## src/rtl/multi_clock_divider_if.sv

```systemverilog
// multi_clock_divider_if: configuration inputs and divided outputs of the clock divider
interface multi_clock_divider_if #(
  parameter int NB_DIVIDER = 24,
  parameter int N_CH       = 4
);
  logic [N_CH-1:0]            i_enable;
  logic [N_CH*NB_DIVIDER-1:0] i_divider;
  logic [N_CH*NB_DIVIDER-1:0] i_high;
  logic                       i_load;
  logic                       i_sync;
  logic [N_CH-1:0]            o_clk;
  logic [N_CH-1:0]            o_tick;
  logic                       o_load_pending;
  modport master (
    output i_enable, i_divider, i_high, i_load, i_sync,
    input  o_clk, o_tick, o_load_pending
  );
  modport slave (
    input  i_enable, i_divider, i_high, i_load, i_sync,
    output o_clk, o_tick, o_load_pending
  );
endinterface

```

## src/rtl/multi_clock_divider.sv

```systemverilog
// multi_clock_divider: N_CH double-buffered programmable clock/tick generators with global sync
module multi_clock_divider #(
  parameter int NB_DIVIDER = 24,
  parameter int N_CH       = 4
) (
  input logic                 i_clk,
  input logic                 i_rst,
  multi_clock_divider_if.slave bus
);
  typedef logic [N_CH-1:0][NB_DIVIDER-1:0] vec_t;
  vec_t cnt_q, cnt_d, d_q, d_d, h_q, h_d, sd_q, sd_d, sh_q, sh_d, div, high;
  logic [N_CH-1:0] en_q, en_d, pend_q, pend_d, clk_q, clk_d, tick_q, tick_d, bnd;
  logic lp_q, lp_d;
  assign div  = bus.i_divider;
  assign high = bus.i_high;
  always_comb begin
    bnd    = '0;
    cnt_d  = cnt_q;
    d_d    = d_q;
    h_d    = h_q;
    sd_d   = sd_q;
    sh_d   = sh_q;
    pend_d = pend_q;
    clk_d  = '0;
    tick_d = '0;
    en_d   = bus.i_enable;
    for (int c = 0; c < N_CH; c++) begin
      // a boundary is any edge where the channel restarts at count 0 and may take new config
      bnd[c]    = !bus.i_enable[c] || !en_q[c] || bus.i_sync || (cnt_q[c] == d_q[c]);
      sd_d[c]   = bus.i_load ? div[c] : sd_q[c];
      sh_d[c]   = bus.i_load ? high[c] : sh_q[c];
      d_d[c]    = !bnd[c] ? d_q[c] : bus.i_load ? div[c] : pend_q[c] ? sd_q[c] : d_q[c];
      h_d[c]    = !bnd[c] ? h_q[c] : bus.i_load ? high[c] : pend_q[c] ? sh_q[c] : h_q[c];
      pend_d[c] = (bus.i_load || pend_q[c]) && !bnd[c];
      cnt_d[c]  = bnd[c] ? '0 : cnt_q[c] + 1'b1;
      tick_d[c] = bus.i_enable[c] && (cnt_d[c] == d_d[c]);
      clk_d[c]  = bus.i_enable[c] && (cnt_d[c] < h_d[c]);
    end
    lp_d = |pend_d;
  end
  always_ff @(posedge i_clk or posedge i_rst) begin
    if (i_rst) begin
      cnt_q  <= '0;
      d_q    <= '0;
      h_q    <= '0;
      sd_q   <= '0;
      sh_q   <= '0;
      en_q   <= '0;
      pend_q <= '0;
      clk_q  <= '0;
      tick_q <= '0;
      lp_q   <= 1'b0;
    end else begin
      cnt_q  <= cnt_d;
      d_q    <= d_d;
      h_q    <= h_d;
      sd_q   <= sd_d;
      sh_q   <= sh_d;
      en_q   <= en_d;
      pend_q <= pend_d;
      clk_q  <= clk_d;
      tick_q <= tick_d;
      lp_q   <= lp_d;
    end
  end
  assign bus.o_clk          = clk_q;
  assign bus.o_tick         = tick_q;
  assign bus.o_load_pending = lp_q;
endmodule

```

## src/flat_wrapper.sv

```systemverilog
// flat-port wrapper written by rule: the top's interface ports become plain ports
module multi_clock_divider_flat 
#(
  parameter int NB_DIVIDER = 24,
  parameter int N_CH       = 4
)
  (i_clk, i_rst, bus_i_enable, bus_i_divider, bus_i_high, bus_i_load, bus_i_sync, bus_o_clk, bus_o_tick, bus_o_load_pending);
  multi_clock_divider_if #(.NB_DIVIDER(NB_DIVIDER), .N_CH(N_CH)) bus_i ();
  input logic i_clk;
  input logic i_rst;
  input wire logic [$bits(bus_i.i_enable)-1:0] bus_i_enable;
  input wire logic [$bits(bus_i.i_divider)-1:0] bus_i_divider;
  input wire logic [$bits(bus_i.i_high)-1:0] bus_i_high;
  input wire logic [$bits(bus_i.i_load)-1:0] bus_i_load;
  input wire logic [$bits(bus_i.i_sync)-1:0] bus_i_sync;
  output wire logic [$bits(bus_i.o_clk)-1:0] bus_o_clk;
  output wire logic [$bits(bus_i.o_tick)-1:0] bus_o_tick;
  output wire logic [$bits(bus_i.o_load_pending)-1:0] bus_o_load_pending;
  assign bus_i.i_enable = bus_i_enable;
  assign bus_i.i_divider = bus_i_divider;
  assign bus_i.i_high = bus_i_high;
  assign bus_i.i_load = bus_i_load;
  assign bus_i.i_sync = bus_i_sync;
  assign bus_o_clk = bus_i.o_clk;
  assign bus_o_tick = bus_i.o_tick;
  assign bus_o_load_pending = bus_i.o_load_pending;
  multi_clock_divider #(.NB_DIVIDER(NB_DIVIDER), .N_CH(N_CH)) u_core (.i_clk(i_clk), .i_rst(i_rst), .bus(bus_i));
endmodule
```

## config.mk

```make
export PLATFORM = sky130hd
export DESIGN_NAME = multi_clock_divider_flat
export DESIGN_NICKNAME = d
export VERILOG_FILES = /design/src/rtl/multi_clock_divider_if.sv /design/src/rtl/multi_clock_divider.sv /design/src/flat_wrapper.sv
export SDC_FILE = /design/constraint.sdc
export NUM_CORES = 1
export LEC_CHECK = 0
export BUFFER_PORTS_ARGS = -buffer_cell sky130_fd_sc_hd__buf_2
export CAP_MARGIN = 25
export CORE_UTILIZATION = 55
export CTS_CLUSTER_DIAMETER = 60
export DETAILED_ROUTE_END_ITERATION = 10
export GPL_TIMING_DRIVEN = 0
export HOLD_SLACK_MARGIN = 0.1
export PLACE_DENSITY = 0.74
export SYNTH_ARGS = -nofsm -noshare
export SYNTH_HDL_FRONTEND = slang
export SYNTH_SLANG_ARGS = --single-unit
```

## constraint.sdc

```tcl
create_clock -name i_clk -period 21.6 [get_ports i_clk]
set_clock_uncertainty 0.05 [all_clocks]
set_input_delay 3.24 -clock i_clk [delete_from_list [all_inputs] [get_ports i_clk]]
set_output_delay 3.24 -clock i_clk [all_outputs]
set_load 0.01 [all_outputs]
```

==> impl_metrics.toml, run 1 <==
[global_route]
grt_pass1_vias = 19989
grt_usage_pct = 32.4
grt_antenna_before_repair = 3
grt_max_degree = 133
grt_pass1_wl_mm = 117
grt_overflow_total = 0

[detailed_routing]
drtIter0Drc = 1629
first_pass_iters = 6
vias = 19965
drc_errors = 0
wl_per_cell_um = 22.3
wirelength_mm = 75.7
routed_via_density = 5.88
ant_nets = 0

[yosys]
synth-compound-area-share_pct = 10.9
synth_ff_type = "dfrtp_1"
synth-xor-area-share_pct = 8.08
yosysSeqAreaShare_pct = 48.3
synth.net_count = 2780
synth_simple_gate_area_share_pct = 14.2
netlist_top_cells_area = "dfrtp_1, ha_1, mux2_2"
yosys.area_share.adder_pct = 4.56
synth_enable_flop_cells = 0
netlist_area_sq_mm = 0.0258
synthCells = 2486
yosys_warnings = 0
synth_top_family_by_area = "simple AND/OR/NAND/NOR gates"
yosys.area.top_type = "dfrtp_1"
syn_avg_cell_area_sq_um = 10.4
synthArstFlopShare_pct = 100
synth_mux_area_share_pct = 8.77
netlist.area_leader.share_pct = 48.3
ys_types = 79
ys_ff_latch = 497

[sta]
setup_viol = 0
period_share_pct = 38.8
period_minus_slack_ns = 8.38
rsz0062_at_grt = "false"
worst_pin_slew_ns = 0.987
fmax_ghz = 0.119
finalMaxSlewViolations = 0
relSlewSlack_pct = 34.0
hold_violations = 0
fin_ws_ns = 13.22

[worst_setup_path]
required_ns = 22.08
reg2reg_to = "u_core.bus.o_clk[3]"
crit_path_end = "u_core.bus.o_clk[2]"
cp-end-kind = "flop"
critPathKind = "in2reg"
timing.rr.start = "u_core.cnt_q[79]"
regToRegSetupSlack_ns = 16.35
cp.arrival_ns = 8.86
crit_path_start_kind = "input port"
reg2reg_depth = 19
cp-startpoint = "bus_i_load"
critPathMaxFanout = 10

[floorplan]
io_pins = 209
core-area_sq_mm = 0.0458
fp.dieH_um = 218
die_w_um = 218
row_count = 78
start_util_pct = 56.3
die_area_sq_mm = 0.0477

[placed_design]
hpwlAfterDp_mm = 56.9
pre_cts_slack_ns = 12.68
gp_congestion = 0.933
numPortBuffers = 208
dpl_cell_area_sq_mm = 0.0277

[clocking]
clkLatencyLatePin_ns = 0.61
cts-htree-levels = 2
cts_root_buffer = "clkbuf_16"
cts_setup_buffers = 0
cts_buffers = 53
path_clk_slew_ns = 0.06
cts-resized-gates = 0
hold_buffers = 0
cts.sinks = 497
cts_max_path_buffers = 3
cts_tree = "done"

[finish]
fillers = 3698
final_net_count = 3050
final-seq-area_sq_mm = 0.0124
final_area_sq_mm = 0.0295
fin_util_pct = 64.5
final_common_cell = "dfrtp_1"
drive_above_1_share_pct = 17.9
area_growth_pct = 14.6
multi_input_area_sq_mm = 0.0120
final_cell_mix = "dfrtp_1, buf_2, inv_1, nor2_1, nand2_1"

[flow_run]
drv_cap = 0

[power]
power_mw = 2.39
power_leakage_nw = 14.2
vdd.ir_drop.worst_uv = 61.3
powerDensity_mw_per_mm2 = 80.8

[min_path]
holdCritPathClass = "reg2reg"

[outcome]
run_status = "complete, no violations"
power by group:
| part | leakage (nW) | internal (mW) | total [mW] | switching (mW) |
|---|---|---|---|---|
| Clock | 0.897 | 0.574 | 0.955 | 0.382 |
| Sequential | 6.09 | 1.02 | 1.07 | 0.0498 |
| Combinational | 7.26 | 0.143 | 0.359 | 0.215 |
cell type report:
cell class	instances	area share, %
flip-flops and latches	497	42.1
multi-input cells	1654	40.5
clock buffers	79	5.34
repair buffers	215	4.05
inverters	227	2.91
well taps	600	2.54
plain buffers	108	1.73
clock inverters	16	0.805
diodes	1	0.00847
critical path: stages:
cell and delay (ns):
buf_2 0.25, buf_6 0.25, buf_4 0.27, clkbuf_1 0.59, buf_2 0.57, clkbuf_1 0.55, buf_2 0.59, mux2i_1 0.18
o21ai_0 0.24, inv_1 0.08, ha_1 0.18, a21o_1 0.17, a21o_1 0.16, a21o_1 0.17, a21o_1 0.17, a21o_1 0.17
a211o_1 0.29, a21oi_1 0.37, o31a_1 0.22, a31o_2 0.14
worst min-delay path by stage:
stage	startpoint	endpoint	slack (ns)	cells past startpoint
2_1_floorplan	u_core.sh_q[10]	u_core.sh_q[10]	0.39	2
3_5_place_dp	u_core.sh_q[64]	u_core.sh_q[64]	0.41	2
5_1_grt	u_core.sh_q[3]	u_core.sh_q[3]	0.44	2
4_1_cts	u_core.sh_q[64]	u_core.sh_q[64]	0.42	2
3_3_place_gp	u_core.sh_q[94]	u_core.sh_q[94]	0.40	2
6_report	u_core.sh_q[64]	u_core.sh_q[64]	0.42	2
cell families (layout without fill, tap and decap cells):
logic type,Yosys count,count (layout)
muxes,213,213
and+or+nand+nor,713,713
AOI/OAI and AO/OA,398,398
DFF,497,497
other,0,1
buffers and inverters,335,645
xor gates and xnor gates,236,236
adders and majority gates,94,94
sequential cells by signal, indices dropped and copies added (netlist names):
register and flops:
u_core.sh_q 96, u_core.d_q 96, u_core.bus.o_clk 4, u_core.sd_q 96
u_core.cnt_q 96, u_core.en_q 4, u_core.pend_q 4, u_core.bus.o_load_pending 1
u_core.bus.o_tick 4, u_core.h_q 96
per-stage QoR:
stage	setup TNS [ns]	hold WS [ns]	cells
after floorplan	0	0.389	2486
after global placement	-375.16	0.403	3294
after detailed placement	0	0.409	3301
after CTS	0	0.424	3396
after global routing	0	0.440	3396
final	0	0.417	3397
cell usage after synthesis (10+ instances only):
cell,count
mux2_2,101
xnor2_1,105
a21o_1,40
a211o_1,10
ha_1,94
nand3b_1,22
o22ai_1,12
dfrtp_1,497
nand2_1,174
and4_1,15
nand3_1,42
clkbuf_1,53
nor2_1,175
a221oi_1,11
inv_1,227
nor4_1,43
nor2b_1,15
o21ai_0,52
nor4_2,10
and2_1,13
mux2i_1,111
a21oi_1,66
nor3_1,72
xor2_1,129
a31oi_1,10
a211oi_1,28
or2_2,18
o221ai_1,19
buf_2,40
nand4_1,52
a21boi_0,78
and3_1,22
metal layers:
layer / up-vias / track usage (%) / wire, um
li1: 9185 / - / -
met1: 9945 / 46.0 / 34000
met2: 696 / 51.4 / 35000
met3: 137 / 3.74 / 4300
met4: 2 / 11.3 / 2400
met5: - / 0 / 9
Note: power is estimated with default switching activity, not from simulation.
==> inputs of run 2 (changes only) <==
--- a/config.mk
+++ b/config.mk
@@ -12,7 +12,7 @@
 export DETAILED_ROUTE_END_ITERATION = 10
 export GPL_TIMING_DRIVEN = 0
 export HOLD_SLACK_MARGIN = 0.1
-export PLACE_DENSITY = 0.74
+export PLACE_DENSITY = 0.77
 export SYNTH_ARGS = -nofsm -noshare
 export SYNTH_HDL_FRONTEND = slang
 export SYNTH_SLANG_ARGS = --single-unit
==> constraint.sdc (replaced) <==
create_clock -name i_clk -period 7.4 [get_ports i_clk]
set_clock_uncertainty 0.05 [all_clocks]
set_input_delay 1.11 -clock i_clk [delete_from_list [all_inputs] [get_ports i_clk]]
set_output_delay 1.11 -clock i_clk [all_outputs]
set_load 0.01 [all_outputs]
==> run 2 against run 1 <==
Compared with the run above: hold slack better by 0.0027 ns; critical path depth stayed put; register-to-register slack worse by 14 ns; largest cell class unchanged; count of clock-buffer cells in the layout is 9 lower; critical endpoint is now u_core.bus.o_clk[1].
==> impl_metrics.toml, run 2 (synthesized netlist as in run 1, its figures left out) <==
[outcome]
run_status = "complete, no violations"

[worst_setup_path]
critPathMaxFanout = 10
cp.arrival_ns = 6.71
required_ns = 7.89
crit_path_start_kind = "input port"
cp-end-kind = "flop"
critPathKind = "in2reg"

[detailed_routing]
first_pass_iters = 5
vias = 20184
drc_errors = 0
wl_per_cell_um = 22.7
ant_nets = 0
routed_via_density = 5.92
wirelength_mm = 77.2
drtIter0Drc = 1791

[flow_run]
drv_cap = 0

[power]
p_clk_share_pct = 39.7
power_mw = 6.95
pwr-share-seq_pct = 45.0
powerDensity_mw_per_mm2 = 234
sw_frac_of_total_pct = 27.6
power_leakage_nw = 14.3
vdd.ir_drop.worst_uv = 214
p_switching_mw = 1.92
combinationalPowerShare_pct = 15.3
p_int_mw = 5.03

[floorplan]
io_pins = 209
start_util_pct = 56.3
row_count = 78
fp.dieH_um = 218
core-area_sq_mm = 0.0458
die_w_um = 218
die_area_sq_mm = 0.0477

[placed_design]
dpl_cell_area_sq_mm = 0.0279
hpwlAfterDp_mm = 59.4
numPortBuffers = 208
gp_congestion = 0.974
pre_cts_slack_ns = 0.657

[clocking]
clkLatencyLatePin_ns = 0.62
cts_max_path_buffers = 3
cts_buffers = 54
cts_root_buffer = "clkbuf_16"
cts_tree = "done"
cts-htree-levels = 2
cts-resized-gates = 0
cts_setup_buffers = 0
cts.sinks = 497
hold_buffers = 0
path_clk_slew_ns = 0.06

[sta]
finalMaxSlewViolations = 0
fmax_ghz = 0.161
period_minus_slack_ns = 6.22
fin_tns_setup_ns = 0
hold_violations = 0
worst_pin_slew_ns = 0.850
fin_ws_ns = 1.18
rsz0062_at_grt = "false"
setup_viol = 0
period_share_pct = 84.0
relSlewSlack_pct = 43.1

[finish]
fillers = 3691
final_common_cell = "dfrtp_1"
fin_util_pct = 64.8
final-seq-area_sq_mm = 0.0124
multi_input_area_sq_mm = 0.0120
final_area_sq_mm = 0.0297
final_net_count = 3060
drive_above_1_share_pct = 18.4
final_cell_mix = "dfrtp_1, buf_2, inv_1, nor2_1, nand2_1"
area_growth_pct = 15.2

[global_route]
grt_antenna_before_repair = 4
grt_pass1_wl_mm = 119
grt_usage_pct = 33.1
grt_overflow_total = 0
grt_max_degree = 44
grt_pass1_vias = 20494

[min_path]
holdCritPathClass = "reg2reg"
-- run 2: changes by cell type in the layout (fill, tap and decap cells not counted), moves of 2 or more --
cell,before,now
clkinv_2,8,15
buf_12,0,13
clkbuf_8,11,9
clkinv_8,0,2
clkbuf_1,66,59
clkinvlp_4,0,3
inv_6,2,0
buf_16,4,0
-- run 2: path summary, 6_finish.rpt --
check                      cells after the start              from                  end  slack, ns
setup / recovery                              20        bus_i_load  u_core.bus.o_clk[1]       1.18
hold / removal                                 2   u_core.sh_q[57]      u_core.sh_q[57]       0.42
setup reg to reg                              18  u_core.cnt_q[48]  u_core.bus.o_clk[2]       2.09
hold reg to reg                                2   u_core.sh_q[57]      u_core.sh_q[57]       0.42
max in group asynchronous                      6             i_rst       u_core.h_q[71]       5.48
min in group asynchronous                      2             i_rst      u_core.sd_q[47]       0.44
-- run 2: layer usage --
layer / global-route usage (%) / up-vias / share of wire, %
met2: 53.0 / 749 / 47
met3: 4.22 / 140 / 6.2
met4: 11.8 / 4 / 3.3
met1: 46.2 / 10100 / 44
met5: 0 / - / 0.022
li1: - / 9191 / -
-- run 2: area by class of cell --
type                       instances  share of cell area [%]
multi-input combinational       1654                    40.3
sequential                       497                    41.9
clock inverter                    25                   0.948
antenna                            2                  0.0169
timing repair buffer             224                    4.54
tap                              600                    2.53
inverter                         227                    2.88
clock buffer                      70                    5.13
buffer                           108                    1.72
-- run 2: critical path, cell delays in order --
cell and delay, ns:
buf_2 0.20, buf_6 0.22, buf_2 0.39, buf_2 0.38
buf_1 0.49, clkbuf_1 0.46, buf_2 0.49, mux2i_1 0.26
inv_1 0.08, a21boi_0 0.56, ha_1 0.36, a21o_1 0.16
a21o_1 0.17, a21o_1 0.17, a21o_1 0.18, a21oi_1 0.15
o21ai_0 0.10, nor4_1 0.41, a21bo_1 0.26, nand2_1 0.07
-- run 2: through the flow --
stage,instances,hold WS [ns]
global route,3405,0.446
floorplan,2486,0.389
detailed placement,3310,0.408
CTS,3405,0.422
finish,3407,0.420
global placement,3294,0.404
-- run 2: power groups by stage --
stage / Combinational, mW / Sequential [mW] / Clock, mW
finish: 1.06 / 3.13 / 2.76
global route: 1.17 / 3.15 / 2.90
CTS: 1.06 / 3.12 / 2.79
detailed placement: 1.05 / 3.17 / 0
global placement: 0.997 / 3.17 / 0
floorplan: 0.706 / 3.13 / 0
